--- config.mk ---
export PLATFORM = sky130hd
export DESIGN_NAME = uart_tx_arbiter_flat
export DESIGN_NICKNAME = d
export VERILOG_FILES = /design/src/rtl/uart_tx_arbiter_pkg.sv /design/src/rtl/uart_tx_arbiter_if.sv /design/src/rtl/uart_tx_arbiter_rr_pick.sv /design/src/rtl/uart_tx_arbiter.sv /design/src/flat_wrapper.sv
export SDC_FILE = /design/constraint.sdc
export NUM_CORES = 1
export LEC_CHECK = 0
export CELL_PAD_IN_SITES_DETAIL_PLACEMENT = 1
export CELL_PAD_IN_SITES_GLOBAL_PLACEMENT = 1
export CORE_MARGIN = 2
export CORE_UTILIZATION = 30
export DETAILED_ROUTE_END_ITERATION = 10
export PLACE_DENSITY = 0.94
export SETUP_SLACK_MARGIN = 0.02
export SLEW_MARGIN = 40
export SYNTH_ARGS = -nofsm -noshare
export SYNTH_HDL_FRONTEND = slang
export SYNTH_SLANG_ARGS = --single-unit
--- constraint.sdc ---
create_clock -name clk -period 3.8 [get_ports clk]
set_input_delay 0.76 -clock clk [delete_from_list [all_inputs] [get_ports clk]]
set_output_delay 0.76 -clock clk [all_outputs]
set_load 0.02 [all_outputs]
--- src/rtl/uart_tx_arbiter_pkg.sv ---
// Shared types and constants for the UART TX arbiter slice (package uart_pkg).
package uart_pkg;

   typedef enum logic [1:0] {
      IDLE       = 2'd0,
      LAUNCH     = 2'd1,
      WAIT_START = 2'd2,
      WAIT_DONE  = 2'd3
   } uart_arb_state_t;

   localparam int UART_DATA_W       = 8;
   localparam int UART_BUSY_TIMEOUT = 16;

endpackage

--- src/rtl/uart_tx_arbiter_if.sv ---
// Requester-side bundle of the UART TX arbiter: per-requester request/byte in,
// one-hot ack and last grant index out.
interface uart_tx_arbiter_if
   import uart_pkg::*;
#(
   parameter int NUM_REQ = 4,
   parameter int DATA_W  = UART_DATA_W
);

   localparam int ID_W = $clog2(NUM_REQ);

   logic [NUM_REQ-1:0]        req;
   logic [NUM_REQ*DATA_W-1:0] req_data;
   logic [NUM_REQ-1:0]        ack;
   logic [ID_W-1:0]           grant_id;

   modport master (
      output req,
      output req_data,
      input  ack,
      input  grant_id
   );

   modport slave (
      input  req,
      input  req_data,
      output ack,
      output grant_id
   );

endinterface

--- src/rtl/uart_tx_arbiter_rr_pick.sv ---
// Combinational round-robin picker (module uart_rr_pick): first set request
// bit strictly after ptr, wrapping modulo NUM_REQ.
module uart_rr_pick
   import uart_pkg::*;
#(
   parameter int NUM_REQ = 4,
   parameter int ID_W    = $clog2(NUM_REQ)
) (
   input  logic [NUM_REQ-1:0] req,
   input  logic [ID_W-1:0]    ptr,
   output logic               valid,
   output logic [ID_W-1:0]    idx
);

   // Scan ptr+1 .. ptr+NUM_REQ; the first hit wins, ptr itself is checked last
   always_comb begin
      int unsigned cand;
      logic [ID_W-1:0] cand_idx;
      cand     = 0;
      cand_idx = '0;
      valid    = 1'b0;
      idx      = '0;
      for (int unsigned i = 1; i <= NUM_REQ; i++) begin
         cand     = (32'(ptr) + i) % 32'(NUM_REQ);
         cand_idx = ID_W'(cand);
         if (!valid && req[cand_idx]) begin
            valid = 1'b1;
            idx   = cand_idx;
         end
      end
   end

endmodule

--- src/rtl/uart_tx_arbiter.sv ---
// Round-robin arbiter sharing one UART transmitter between NUM_REQ byte
// sources. Optional busy-rise watchdog enabled by macro UART_ARB_TIMEOUT_EN.
module uart_tx_arbiter
   import uart_pkg::*;
#(
   parameter int NUM_REQ      = 4,
   parameter int DATA_W       = UART_DATA_W,
   parameter int BUSY_TIMEOUT = UART_BUSY_TIMEOUT
) (
   input  logic              clk,
   input  logic              rst,
   uart_tx_arbiter_if.slave  bus,
   output logic              active,
   output logic [DATA_W-1:0] uart_tx_data,
   output logic              uart_tx_wr_en,
   input  logic              uart_tx_busy
`ifdef UART_ARB_TIMEOUT_EN
   ,
   output logic              timeout_err,
   input  logic              err_clr
`endif
);

   localparam int ID_W = $clog2(NUM_REQ);

   if (NUM_REQ < 2 || NUM_REQ > 16) begin : g_bad_num_req
      $error("uart_tx_arbiter: NUM_REQ must be 2..16");
   end
   if (BUSY_TIMEOUT < 2) begin : g_bad_timeout
      $error("uart_tx_arbiter: BUSY_TIMEOUT must be at least 2");
   end

   uart_arb_state_t    state;
   logic [ID_W-1:0]    ptr;
   logic [ID_W-1:0]    grant_id_q;
   logic [NUM_REQ-1:0] ack_q;
   logic               pick_valid;
   logic [ID_W-1:0]    pick_idx;

`ifdef UART_ARB_TIMEOUT_EN
   localparam int TW = $clog2(BUSY_TIMEOUT + 1);
   logic [TW-1:0] tcnt;
`endif

   uart_rr_pick #(
      .NUM_REQ (NUM_REQ),
      .ID_W    (ID_W)
   ) u_pick (
      .req   (bus.req),
      .ptr   (ptr),
      .valid (pick_valid),
      .idx   (pick_idx)
   );

   assign bus.ack      = ack_q;
   assign bus.grant_id = grant_id_q;

   // Arbitration FSM: pick and latch, one-cycle launch, then follow busy through a frame
   always_ff @(posedge clk) begin
      if (rst) begin
         state         <= IDLE;
         ptr           <= ID_W'(NUM_REQ - 1);
         ack_q         <= '0;
         grant_id_q    <= '0;
         uart_tx_data  <= '0;
         uart_tx_wr_en <= 1'b0;
         active        <= 1'b0;
`ifdef UART_ARB_TIMEOUT_EN
         tcnt          <= '0;
         timeout_err   <= 1'b0;
`endif
      end else begin
         ack_q         <= '0;
         uart_tx_wr_en <= 1'b0;
`ifdef UART_ARB_TIMEOUT_EN
         // Placed before the FSM so a same-cycle timeout set overrides the clear
         if (err_clr) timeout_err <= 1'b0;
`endif
         case (state)
            IDLE: begin
               if (pick_valid && !uart_tx_busy) begin
                  // ack/wr_en are registered here so they appear in the LAUNCH cycle
                  uart_tx_data  <= bus.req_data[pick_idx*DATA_W +: DATA_W];
                  grant_id_q    <= pick_idx;
                  ack_q         <= NUM_REQ'(1) << pick_idx;
                  uart_tx_wr_en <= 1'b1;
                  active        <= 1'b1;
                  state         <= LAUNCH;
               end
            end
            LAUNCH: begin
               ptr   <= grant_id_q;
               state <= WAIT_START;
`ifdef UART_ARB_TIMEOUT_EN
               tcnt  <= TW'(1);
`endif
            end
            WAIT_START: begin
               if (uart_tx_busy) begin
                  state <= WAIT_DONE;
               end
`ifdef UART_ARB_TIMEOUT_EN
               else if (tcnt >= TW'(BUSY_TIMEOUT - 1)) begin
                  timeout_err <= 1'b1;
                  active      <= 1'b0;
                  state       <= IDLE;
               end else begin
                  tcnt <= tcnt + 1'b1;
               end
`endif
            end
            WAIT_DONE: begin
               if (!uart_tx_busy) begin
                  active <= 1'b0;
                  state  <= IDLE;
               end
            end
            default: begin
               active <= 1'b0;
               state  <= IDLE;
            end
         endcase
      end
   end

endmodule

--- src/flat_wrapper.sv ---
// flat-port wrapper written by rule: the top's interface ports become plain ports
module uart_tx_arbiter_flat import uart_pkg::*;
#(
   parameter int NUM_REQ      = 4,
   parameter int DATA_W       = UART_DATA_W,
   parameter int BUSY_TIMEOUT = UART_BUSY_TIMEOUT
)
  (clk, rst, active, uart_tx_data, uart_tx_wr_en, uart_tx_busy, bus_req, bus_req_data, bus_ack, bus_grant_id);
  uart_tx_arbiter_if #(.NUM_REQ(NUM_REQ), .DATA_W(DATA_W)) bus_i ();
  input  logic clk;
  input  logic rst;
  output logic active;
  output logic [DATA_W-1:0] uart_tx_data;
  output logic uart_tx_wr_en;
  input  logic uart_tx_busy;
  input wire logic [$bits(bus_i.req)-1:0] bus_req;
  input wire logic [$bits(bus_i.req_data)-1:0] bus_req_data;
  output wire logic [$bits(bus_i.ack)-1:0] bus_ack;
  output wire logic [$bits(bus_i.grant_id)-1:0] bus_grant_id;
  assign bus_i.req = bus_req;
  assign bus_i.req_data = bus_req_data;
  assign bus_ack = bus_i.ack;
  assign bus_grant_id = bus_i.grant_id;
  uart_tx_arbiter #(.NUM_REQ(NUM_REQ), .DATA_W(DATA_W), .BUSY_TIMEOUT(BUSY_TIMEOUT)) u_core (.clk(clk), .rst(rst), .bus(bus_i), .active(active), .uart_tx_data(uart_tx_data), .uart_tx_wr_en(uart_tx_wr_en), .uart_tx_busy(uart_tx_busy));
endmodule
# Word-level counts from Yosys, hierarchy flattened
# Index checks and enable logic that the tools add are counted.
# W data, S select, Z words.
[totals]
out_inout_bits = 16
regBits = 20
in_bits = 39
romBits = 0
n_memories = 0
word_cells = 64
ramBits = 0
latchBits = 0
[classes]
div_mod_pow = 0
n_reduce_logical = 15
shift = 2
n_addsub = 4
n_lt_le_gt_ge = 4
multipliers = 0
bitwise = 2
mux = 24
n_eq_ne = 6
[ops]
columns = ["cell", "n"]
rows = [
  ["$shiftx A32 B6 Y8", 1],
  ["$mux W2", 7],
  ["$lt A2 B3 Y1 const B", 4],
  ["$mux W1", 11],
  ["$bmux W1 S2", 4],
  ["$pmux W2 S4", 1],
  ["$reduce_and A3 Y1", 2],
  ["$add A2 B1 Y2 const B", 2],
  ["$add A2 B2 Y2 const B", 2],
  ["$eq A2 B2 Y1 const B", 2],
  ["$logic_and A1 B1 Y1", 4],
  ["$logic_not A1 Y1", 4],
  ["$ne A2 B2 Y1 const B", 2],
  ["$shl A1 B2 Y4 const A", 1],
  ["$reduce_or A3 Y1", 1],
  ["$eq A2 B1 Y1 const B", 1],
  ["$logic_not A2 Y1", 1],
  ["$ne A2 B1 Y1 const B", 1],
  ["$not A1 Y1", 2],
  ["$pmux W1 S2", 1],
  ["$reduce_and A2 Y1", 1],
  ["$reduce_bool A2 Y1", 1],
  ["$reduce_or A2 Y1", 1],
]

# Depth between registers and ports, before layout
# Gate-level depths: netlist of the first run.
[depth]
depth_word = 16
depth_mapped = 7
mapped_depth_nobuf = 6

# Cells and area by module
# Synthesis of the first run repeated with hierarchy kept, for this count alone.
[hier_totals]
hier_cells = 88
area_unflattened_um2 = 1043.5
[by_module_without_submodules]
columns = ["module", "cells_per_inst", "instances", "area_per_inst_um2", "seq_area_each_um2"]
rows = [
  ["uart_tx_arbiter", 74, 1, 952.2, 400.4],
  ["uart_rr_pick", 14, 1, 91.3, 0.0],
]

# Worst setup path before layout of the first run
# Ideal clock, no wire load.
[synth_path]
path_type = "input-to-reg"
start = "input bus_req[3]"
end = "register u_core.uart_tx_data[3]"
setup_time_ns = 0.130
arrival_ns = 1.798
setup_slack_ns = 1.872
required_time_ns = 3.670
path_buffers = 2
path_stages = 7
cell_sequence = "nor2b_1 -> o21ai_1 -> and3_1 -> buf_4 -> buf_4 -> mux2i_1 -> o211ai_1"
[synth_via]
elab_chain_len = 14
elab_cells_between_ends = 25
classes_between = "1 x shift; 16 x mux; 8 x reduce/logical"
[synth_lines]
columns = ["element", "line_no", "rtl"]
rows = [
  ["from (decl)", "flat_wrapper.sv:16", "input wire logic [$bits(bus_i.req)-1:0] bus_req;"],
  ["parallel branches: the longest is 14 deep, another holds $bmux W1 S2", "n/a", ""],
  ["to (signal assigned)", "uart_tx_arbiter.sv:83", "uart_tx_data <= bus.req_data[pick_idx*DATA_W +: DATA_W];"],
  ["to (decl)", "uart_tx_arbiter.sv:14", "output logic [DATA_W-1:0] uart_tx_data,"],
]
# Parallel ways; which one is timed is not known. The select of a mux whose other input is x is not followed.
# A chain may end at the register's enable or synchronous reset.

# Worst setup path after layout of the first run
[layout_path]
start = "input bus_req[2]"
end = "register u_core.uart_tx_data[1]"
# Same word-level chain as after synthesis.

==> results_dict.tcl, run 1 <==
set metrics [dict create \
    numCtsBuffers 3 \
    clk_pin_slew_ps 70 \
    finalSetupTns_ps 0 \
    drt_first_pass_iters 4 \
    routed_wl_um 3040 \
    whs_ps 470 \
    drtIter0Drc 19 \
    synth_warnings 0 \
    final_cell_mix "54 x clkdlybuf4s50_1, 20 x dfxtp_1, 11 x mux2i_1" \
    gp_congestion 0.781 \
    hold_violations 0 \
    dp_hpwl_um 2450 \
    rsz0062_at_grt "false" \
    worstPathRequired_ps 3920 \
    fp.coreArea_mm2 0.00363 \
    cts_tree "yes" \
    start_util 0.311 \
    clock_sinks 20 \
    cp-end-kind "register" \
    diodes 0 \
    cts_hold_repair.buffers 0 \
    drc 0 \
    max-cap-violations 0 \
    setup_viol 0 \
    p_leak_uw 0.000694 \
    start_kind "input pin" \
    grt_pass1_wl_um 5310 \
    clock-root-buffer "clkbuf_8" \
    criticalPathCategory "in2reg" \
    power_density_mw_per_mm2 493 \
    min_path_type "reg2reg" \
    cts_setup_buffers 0 \
    drive_gt1_frac 0.0444 \
    slew_violations 0 \
    relSlewSlack 0.509 \
    dieArea_mm2 0.00427 \
    pre_cts_ws_ps 805 \
    setup_ws_ps 1070 \
    wl_per_cell_um 13.3 \
    fmax_mhz 366 \
    fin_crit_ps 2730 \
    die_h_um 65.3 \
    drtAntennaViolNets 0 \
    placed_cell_area_mm2 0.00171 \
    synthesis.nets 171 \
    ys_seq_elements 20 \
    gr-total-overflow 0 \
    syn_area_mm2 0.00113 \
    vias 1132 \
    antenna_found_initial 0 \
    worst-path-max-fanout 15 \
    final_area_mm2 0.00176 \
    async_reset_ff_frac 0 \
    grt_max_degree 16 \
    synth-edff-count 0 \
    grt.total_usage 0.157 \
    htree_levels 1 \
    synthToLayoutAreaGrowth_pct 55.5 \
    ios 55 \
    status "completed" \
    clk_latency_ps 250 \
    synth_top_flop_cell "dfxtp_1" \
    synthesis.instances 127 \
    portBuffers 54 \
    grt_pass1_vias 1173 \
    post-route-util 0.483 \
    arrival_ps 2850 \
    syn-mean-instance-area_um2 8.89 \
    cts_resized 0 \
    worst_pin_slew_ps 736 \
    final_nets 226 \
    fin_crit_sh 0.720 \
    fin_skew_ps 1.40 \
    fp.dieW_um 65.3 \
    synth_cell_types 34 \
    vias_per_cell 4.96 \
    cts.path.max_buffers 2 \
    ys_seq_area_frac 0.355 \
    irDropWorstVdd_uv 144 \
    layout_commonest_cell "clkdlybuf4s50_1" \
    rows 22 \
]
## layer usage
metal | share of wire | vias up | track usage
met2 | 0.48 | 34 | 0.253
met4 | 0.011 | 0 | 0.0729
met5 | 0 | - | 0
met1 | 0.46 | 524 | 0.212
li1 | - | 572 | -
met3 | 0.045 | 2 | 0.0137
## kinds of logic after synthesis
group / after synthesis / synth area share
multiplexers: 11 / 0.0976
adder cells (fa/ha/maj): 5 / 0.0554
flip-flops: 20 / 0.355
buffers and inverters: 14 / 0.0532
AND/OR/NAND/NOR: 43 / 0.237
AO/OA/AOI/OAI: 34 / 0.202
## worst max-delay path, cell delays in order
cell,delay (ps)
clkdlybuf4s50_1,540
nand2b_1,130
a21o_1,310
and3_1,700
mux2i_1,300
o211ai_1,110
## flip-flops by register name, indices dropped and copies added (netlist names)
register              count
u_core.active             1
u_core.bus.ack            4
u_core.bus.grant_id       2
u_core.ptr                2
u_core.state              2
u_core.uart_tx_data       8
u_core.uart_tx_wr_en      1
## per-stage QoR
| step | total power [µW] | std cells |
|---|---|---|
| global placement | 725 | 225 |
| detailed placement | 740 | 225 |
| finish | 865 | 228 |
| CTS | 877 | 228 |
| floorplan | 575 | 127 |
| global route | 935 | 228 |
## report_power, final
| group | switching, µW | internal, µW | leakage, µW |
|---|---|---|---|
| Sequential | 35.5 | 265 | 0.000164 |
| Combinational | 213 | 217 | 0.000508 |
| Clock | 63.7 | 70.4 | 0.0000216 |
## cell type report
type	count	area, µm²
clock buffer	3	41.3
tap	48	60.1
timing repair buffer	56	556
multi-input combinational	93	668
sequential	20	400
fill	443	1880
inverter	8	30.0
## synth_stat cells (all sizes together) (3+ instances only)
cell type	instances	area, µm²
o21ai	8	40.0
clkbuf	4	15.0
mux2i	11	110
a31oi	6	37.5
nor2b	4	25.0
o211ai	6	45.0
and4	6	52.6
nor2	8	30.0
inv	8	30.0
nand2	10	37.5
dfxtp	20	400
ha	5	62.6
nor3b	3	27.5
## worst paths after layout
check | startpoint | end | slack (ps) | depth (start not counted)
min reg2reg | u_core.active | u_core.active | 470 | 2
max reg2reg | u_core.ptr[0] | u_core.uart_tx_data[1] | 1770 | 5
max | bus_req[2] | u_core.uart_tx_data[1] | 1070 | 6
min | u_core.active | u_core.active | 470 | 2
No activity file was read; power rests on OpenSTA's default activity.
==> run 2: changes to the inputs <==
- CORE_UTILIZATION: 30 -> 26
- PLACE_DENSITY: 0.94 -> 0.87
- clock period: 3.8 -> 2.2 ns (I/O delays scaled with it)
==> run 2 against run 1 <==
Compared with the run above: clock skew is 2.2 ps higher; power is 92% higher; clock power is 110% higher; worst setup slack worse by 890 ps; global-route usage is 0.46 points lower; register-to-register slack worse by 1400 ps; final area is 8.0% higher; final cell count is 6.6% higher; largest cell class unchanged.
==> results_dict.tcl, run 2 (synthesis gave the netlist of run 1 again) <==
set metrics [dict create \
    status "completed" \
    clk_latency_ps 260 \
    cts_setup_buffers 0 \
    rows 23 \
    ff_latch_area_um2 400 \
    grt_max_degree 15 \
    arrival_ps 2200 \
    grt.total_usage 0.152 \
    top_register "u_core.uart_tx_data" \
    cts.path.max_buffers 2 \
    dieArea_mm2 0.00488 \
    start_kind "input pin" \
    gr-total-overflow 0 \
    fin_crit_ps 2020 \
    pre_cts_ws_ps -68.8 \
    grt_pass1_wl_um 6010 \
    criticalPathCategory "in2reg" \
    setup_viol 0 \
    final_area_mm2 0.00190 \
    clk_pin_slew_ps 80 \
    irDropWorstVdd_uv 292 \
    grt_pass1_vias 1242 \
    fp.dieW_um 69.9 \
    htree_levels 1 \
    ios 55 \
    rsz0062_at_grt "false" \
    fin_crit_sh 0.920 \
    diodes 0 \
    portBuffers 54 \
    min_path_cells 2 \
    cts_tree "yes" \
    reg2reg_depth 5 \
    worst_pin_slew_ps 356 \
    wl_per_cell_um 14.3 \
    worstPathRequired_ps 2380 \
    placed_cell_area_mm2 0.00183 \
    vias 1176 \
    final_nets 238 \
    fmax_mhz 494 \
    max-cap-violations 0 \
    vias_per_cell 4.84 \
    fillers 479 \
    drtIter0Drc 34 \
    numCtsBuffers 3 \
    drtAntennaViolNets 0 \
    gp_congestion 0.744 \
    largest_register_ffs 8 \
    final_cell_mix "54 x clkdlybuf4s50_1, 20 x dfxtp_1, 12 x buf_4" \
    synthToLayoutAreaGrowth_pct 68.0 \
    setup_ws_ps 177 \
    power_density_mw_per_mm2 875 \
    relSlewSlack 0.761 \
    hold_violations 0 \
    antenna_found_initial 0 \
    drc 0 \
    drt_first_pass_iters 4 \
    dp_hpwl_um 2820 \
    whs_ps 482 \
    layout_commonest_cell "clkdlybuf4s50_1" \
    fin_skew_ps 3.57 \
    routed_wl_um 3480 \
    clock_sinks 20 \
    fp.coreArea_mm2 0.00409 \
    p_leak_uw 0.000771 \
    start_util 0.276 \
    die_h_um 69.9 \
    multi_input_area_um2 677 \
    cp-end-kind "register" \
    drive_gt1_frac 0.109 \
    worst-path-max-fanout 5 \
    clock-root-buffer "clkbuf_8" \
    slew_violations 0 \
    min_path_type "reg2reg" \
]
run 2: cell count changes in the layout (fill, tap and decap cells not counted):
cell | previous run | this run
buf_12 | 0 | 2
buf_4 | 2 | 12
clkbuf_8 | 3 | 4
nor4_2 | 1 | 0
nor4_4 | 0 | 1
run 2: stage by stage:
step / power (µW) / instances / setup TNS [ps] / utilization
2_1_floorplan: 993 / 127 / 0 / -
3_3_place_gp: 1360 / 239 / -13.7 / 0.448
3_5_place_dp: 1390 / 239 / -407 / 0.448
4_1_cts: 1680 / 243 / 0 / 0.462
5_1_grt: 1770 / 243 / 0 / 0.464
6_report: 1660 / 243 / 0 / 0.464
run 2: worst max-delay path, stage by stage:
cell and delay, ps:
clkdlybuf4s50_1 590, nor2b_1 210, nor3b_1 90, or2_1 280, or3_1 390, o221ai_1 210
run 2: routing by layer:
layer  track usage  share of wire
met5             0              0
met2         0.249           0.48
met1         0.203           0.45
met3        0.0216          0.047
met4        0.0577          0.016
run 2: timing repair:
| item | in CTS | in global routing |
|---|---|---|
| resized for setup | 0 | 1 |
| endpoints found under the setup margin | 0 | 1 |
| hold buffers | 0 | 0 |
run 2: path summary, 6_finish.rpt:
path | from | to | slack (ps)
setup reg to reg | u_core.state[0] | u_core.uart_tx_data[2] | 330
hold / removal | u_core.active | u_core.active | 480
hold reg to reg | u_core.active | u_core.active | 480
setup / recovery | bus_req[3] | u_core.uart_tx_data[2] | 180
run 2: final cells by class:
type                            instances  share of cell area
Clock buffer                            4              0.0290
Inverter                                8              0.0158
Multi-Input combinational cell         93               0.357
Sequential cell                        20               0.211
Tap cell                               50              0.0330
Timing Repair Buffer                   68               0.354
run 2: where the power goes:
part	internal (µW)	switching, µW
Sequential	457	68.7
Clock	159	123
Combinational	447	404
Total	1060	596
==> run 3: changes to the inputs <==
- CORE_UTILIZATION: 26 -> 28
- HOLD_SLACK_MARGIN: default -> 0.15
- PLACE_DENSITY: 0.87 -> 0.89
- clock period: 2.2 -> 2 ns (I/O delays scaled with it)
==> run 3 against run 2 <==
Compared with the run above: first-iteration DRC count is 24% lower; combinational power is 20% higher; sequential share of layout area is 0.77 points lower; clock-buffer cell count is 1 lower; critical path type unchanged; critical path depth is 1 higher; highest routed layer unchanged; hold slack better by 5.5 ps; wire length is 6.8% higher; critical endpoint is now u_core.uart_tx_data[1]; largest power group unchanged.
==> results_dict.tcl, run 3 (synthesis gave the netlist of run 1 again) <==
set metrics [dict create \
    setup_ws_ps 94.1 \
    ff_latch_area_um2 400 \
    routed_wl_um 3720 \
    ios 55 \
    top_register "u_core.uart_tx_data" \
    wl_per_cell_um 15.1 \
    max-cap-violations 0 \
    multi_input_area_um2 702 \
    fin_crit_ps 1910 \
    fp.coreArea_mm2 0.00394 \
    numCtsBuffers 3 \
    relSlewSlack 0.703 \
    drt_first_pass_iters 4 \
    start_kind "input pin" \
    final_cells 246 \
    worst_pin_slew_ps 442 \
    dp.cells 241 \
    fin_skew_ps 0.913 \
    grt_pass1_vias 1242 \
    fp.dieW_um 67.5 \
    final_area_mm2 0.00197 \
    largest_register_ffs 8 \
    arrival_ps 2050 \
    cts_hold_repair.buffers 0 \
    placed_cell_area_mm2 0.00185 \
    clock-root-buffer "clkbuf_8" \
    drtAntennaViolNets 0 \
    final_cell_mix "51 x clkdlybuf4s50_1, 20 x dfxtp_1, 15 x buf_4" \
    crit_start "bus_req[2]" \
    worst-path-max-fanout 12 \
    post-route-util 0.499 \
    clk_pin_slew_ps 80 \
    clk_latency_ps 260 \
    start_util 0.286 \
    status "completed" \
    fillers 463 \
    power_density_mw_per_mm2 1020 \
    hold_violations 0 \
    drive_gt1_frac 0.138 \
    cp-end-kind "register" \
    worstPathRequired_ps 2140 \
    synthToLayoutAreaGrowth_pct 74.3 \
    criticalPathCategory "in2reg" \
    dieArea_mm2 0.00455 \
    fin_crit_sh 0.953 \
    setup_viol 0 \
    irDropWorstVdd_uv 361 \
    slew_violations 0 \
    final_nets 241 \
    rsz0062_at_grt "false" \
    vias_per_cell 4.96 \
    dp_hpwl_um 2860 \
    drc 0 \
    portBuffers 54 \
    drtIter0Drc 26 \
    fmax_mhz 525 \
    grt_max_degree 13 \
    grt.total_usage 0.168 \
    worstReg2RegStart "u_core.state[1]" \
    cts_tree "yes" \
    cts.path.max_buffers 2 \
    die_h_um 67.5 \
    layout_commonest_cell "clkdlybuf4s50_1" \
    diodes 0 \
    hp-start "u_core.uart_tx_data[5]" \
    p_leak_uw 0.000831 \
    whs_ps 487 \
    min_path_type "reg2reg" \
    pre_cts_ws_ps -278 \
    antenna_found_initial 0 \
    vias 1221 \
    htree_levels 1 \
    clock_sinks 20 \
    gr-total-overflow 0 \
    rows 23 \
    grt_pass1_wl_um 5790 \
    gp_congestion 0.802 \
]
[run 3: layout make-up]
| type | instances | area share |
|---|---|---|
| Sequential cell | 20 | 0.204 |
| Tap cell | 50 | 0.0318 |
| Clock inverter | 1 | 0.0153 |
| Multi-Input combinational cell | 93 | 0.357 |
| Timing Repair Buffer | 71 | 0.356 |
| Inverter | 8 | 0.0153 |
| Clock buffer | 3 | 0.0210 |
[run 3: path summary, 6_finish.rpt]
check	to	slack, ps	cells after the start
max	u_core.uart_tx_data[1]	90	7
min	u_core.uart_tx_data[5]	490	2
max reg2reg	u_core.uart_tx_data[0]	130	5
min reg2reg	u_core.uart_tx_data[5]	490	2
[run 3: power by group]
group / internal, µW / total [µW] / leakage, µW / switching (µW)
clock network: 268 / 411 / 0.0000357 / 143
logic: 542 / 1020 / 0.000631 / 477
registers: 503 / 578 / 0.000164 / 75.0
[run 3: worst max-delay path, cell delays in order]
cell             delay (ps)
clkdlybuf4s50_1         490
nand2b_1                180
a21o_1                  190
buf_4                   170
and4_1                  190
o21ai_0                 290
o211ai_1                140
[run 3: through the flow]
step / total power (µW) / setup TNS, ps
2_1_floorplan: 1090 / 0
3_3_place_gp: 1510 / -1500
3_5_place_dp: 1550 / -2500
4_1_cts: 1980 / 0
5_1_grt: 2140 / 0
6_report: 2010 / 0
[run 3: routing by layer]
metal	wire length (µm)	share of wire	vias up	GRT usage
li1	-	-	603	-
met1	1470	0.39	574	0.185
met2	1980	0.53	38	0.322
met3	183	0.049	6	0.0133
met4	80	0.022	0	0.0765
met5	0	0	-	0
[run 3: what timing repair did]
item                                    CTS  global route
pin swaps                                 0             2
buffers inserted                          0             1
cloned                                    0             0
endpoints found under the setup margin    2             9
resized for setup                         2             7
==> RTL change (config.mk and constraints of run 3) <==
Re-encode `uart_arb_state_t` (4 states) as one-hot, 4 bits wide.
--- a/src/rtl/uart_tx_arbiter_pkg.sv
+++ b/src/rtl/uart_tx_arbiter_pkg.sv
@@ -1,11 +1,11 @@
 // Shared types and constants for the UART TX arbiter slice (package uart_pkg).
 package uart_pkg;
 
-   typedef enum logic [1:0] {
-      IDLE       = 2'd0,
-      LAUNCH     = 2'd1,
-      WAIT_START = 2'd2,
-      WAIT_DONE  = 2'd3
+   typedef enum logic [3:0] {
+      IDLE       = 4'b0001,
+      LAUNCH     = 4'b0010,
+      WAIT_START = 4'b0100,
+      WAIT_DONE  = 4'b1000
    } uart_arb_state_t;
 
    localparam int UART_DATA_W       = 8;
Check against the original RTL: no difference found for any inputs over 10 cycles, from zero or initial values and one cycle with rst high; not proved beyond that.
==> RTL change against run 3 <==
- die area decreased by 2.5%
- setup slack got worse by 61 ps
- sequential cell count increased by 2
- synthesized cell count decreased by 19%
- critical path depth increased by 1
- core utilization increased by 2.1 points
- synthesized area decreased by 2.7%
- cell area decreased by 1.8%
- routed wire length increased by 20%
- critical endpoint unchanged
- highest routed layer unchanged
Power is not compared: it rests on default switching activity, and its combinational part moved more than twofold at a synthesized area within 25%.
==> RTL change: results (changes against run 3) <==
[logic_synthesis]
yosysUniqueCellTypes = 32  ; -5.9%
syn-num-nets = 142  ; -17%
synth.area.mux_share = 0.1948  ; +0.09720
synth-adder-area-share = 0  ; -0.05543
yosysSeqAreaShare = 0.4009  ; +0.04614
synthTopCellsByArea = dfxtp_1 (40%), mux4_2 (14%), a22o_1 (6.4%), nor2b_1 (6.3%), nor2_1 (3.4%)
synth_common_cells = dfxtp_1 (22), nor2b_1 (11), nor2_1 (10)
synth_compound_area_frac = 0.1287  ; -0.07307
synth_xor_area_frac = 0.007973  ; +0.007973

[min_path]
hp-start = u_core.active$_SDFFE_PP0P_

[worst_setup_path]
r2r-start = u_core.ptr[0]$_SDFFE_PP1N_
cp_data_arrival_time_ps = 2120  ; +70 ps
reg2reg_slack_ps = 40  ; -90 ps
reg2reg_depth = 6  ; +1
max_stage_delay_ps = 320  ; -170 ps
cp_max_fo = 6  ; -6
critPathLaunch = bus_req[0]
timing.rr.end = u_core.uart_tx_data[1]$_SDFFE_PP0P_

[detailed_routing]
postRouteWirelength_um = 4470  ; +20%
vias = 1139  ; -6.7%
drt_iter0_markers = 63  ; +140%

[grt]
grt_first_pass_wirelength_um = 6617  ; +14%
gr-usage-met2 = 0.4363  ; +0.1139
grt_pass1_vias = 1315  ; +5.9%
grt_max_degree = 17  ; +4
globalRouteMet1Util = 0.1960  ; +0.01072
grt_use_met3 = 0.03378  ; +0.02045
grt.total_usage = 0.2103  ; +0.04198

[finish]
final_area_um2 = 1931  ; -1.8%
fillers = 418  ; -9.7%
layout.nets = 214  ; -11%
drive_gt1_frac = 0.2471  ; +0.1094

[clocking]
clockRootBuffer = clkbuf_8
clock_latency_ps = 270

[sta]
clock_skew_ps = 1.691  ; +0.7780 ps
max_slew.worst_pin.slew_ps = 704.5  ; +262.2 ps

[placed_design]
placed_cell_area_um2 = 1779  ; -3.7%
dpl.hpwl_um = 3336  ; +17%
gp_congestion = 0.7706  ; -3.9%

[status]
status = complete, no violations

[RTL change: layout make-up]
type,instances,share of cell area
clock buffers,3,0.02139
clock inverters,1,0.01555
inverters,3,0.005833
multi-input cells,73,0.3364
flip-flops and latches,22,0.2301
well taps,48,0.03111
repair buffers,72,0.3597
[RTL change: worst max path at each step]
stage               depth (start not counted)  slack, ps                                  end
CTS                                         6         30  u_core.uart_tx_data[1]$_SDFFE_PP0P_
global placement                            7       -460  u_core.uart_tx_data[0]$_SDFFE_PP0P_
global route                                6         -7  u_core.uart_tx_data[1]$_SDFFE_PP0P_
floorplan                                   6         50  u_core.uart_tx_data[1]$_SDFFE_PP0P_
finish                                      8         30  u_core.uart_tx_data[1]$_SDFFE_PP0P_
detailed placement                          7       -550  u_core.uart_tx_data[0]$_SDFFE_PP0P_
[RTL change: repair_timing]
item | in CTS | in global routing
setup buffers | 3 | 1
resized for setup | 17 | 6
setup endpoints to repair | 13 | 10
pin swaps | 5 | 3
gates cloned | 1 | 1
[RTL change: per-layer routing]
metal / up-vias / routed length, µm
li1: 527 / -
met1: 571 / 1561
met2: 30 / 2681
met3: 11 / 96
met4: 0 / 129
met5: - / 0
[RTL change: power breakdown]
group,total (W),switching [W],internal [W]
Sequential,0.000486,0.0000202,0.000465
Clock,0.000420,0.000152,0.000268
Combinational,0.000375,0.000153,0.000222
Total,0.00128,0.000325,0.000954
[RTL change: stage by stage]
| step | setup slack [ps] | instances | hold WS, ps | TNS, ps |
|---|---|---|---|---|
| finish | 33.38 | 222 | 465.0 | 0 |
| global route | -6.706 | 222 | 497.1 | -6.706 |
| CTS | 26.60 | 221 | 470.6 | 0 |
| detailed placement | -549.7 | 213 | 459.0 | -6178 |
| global placement | -459.9 | 213 | 447.1 | -4898 |
| floorplan | 47.19 | 103 | 498.7 | 0 |
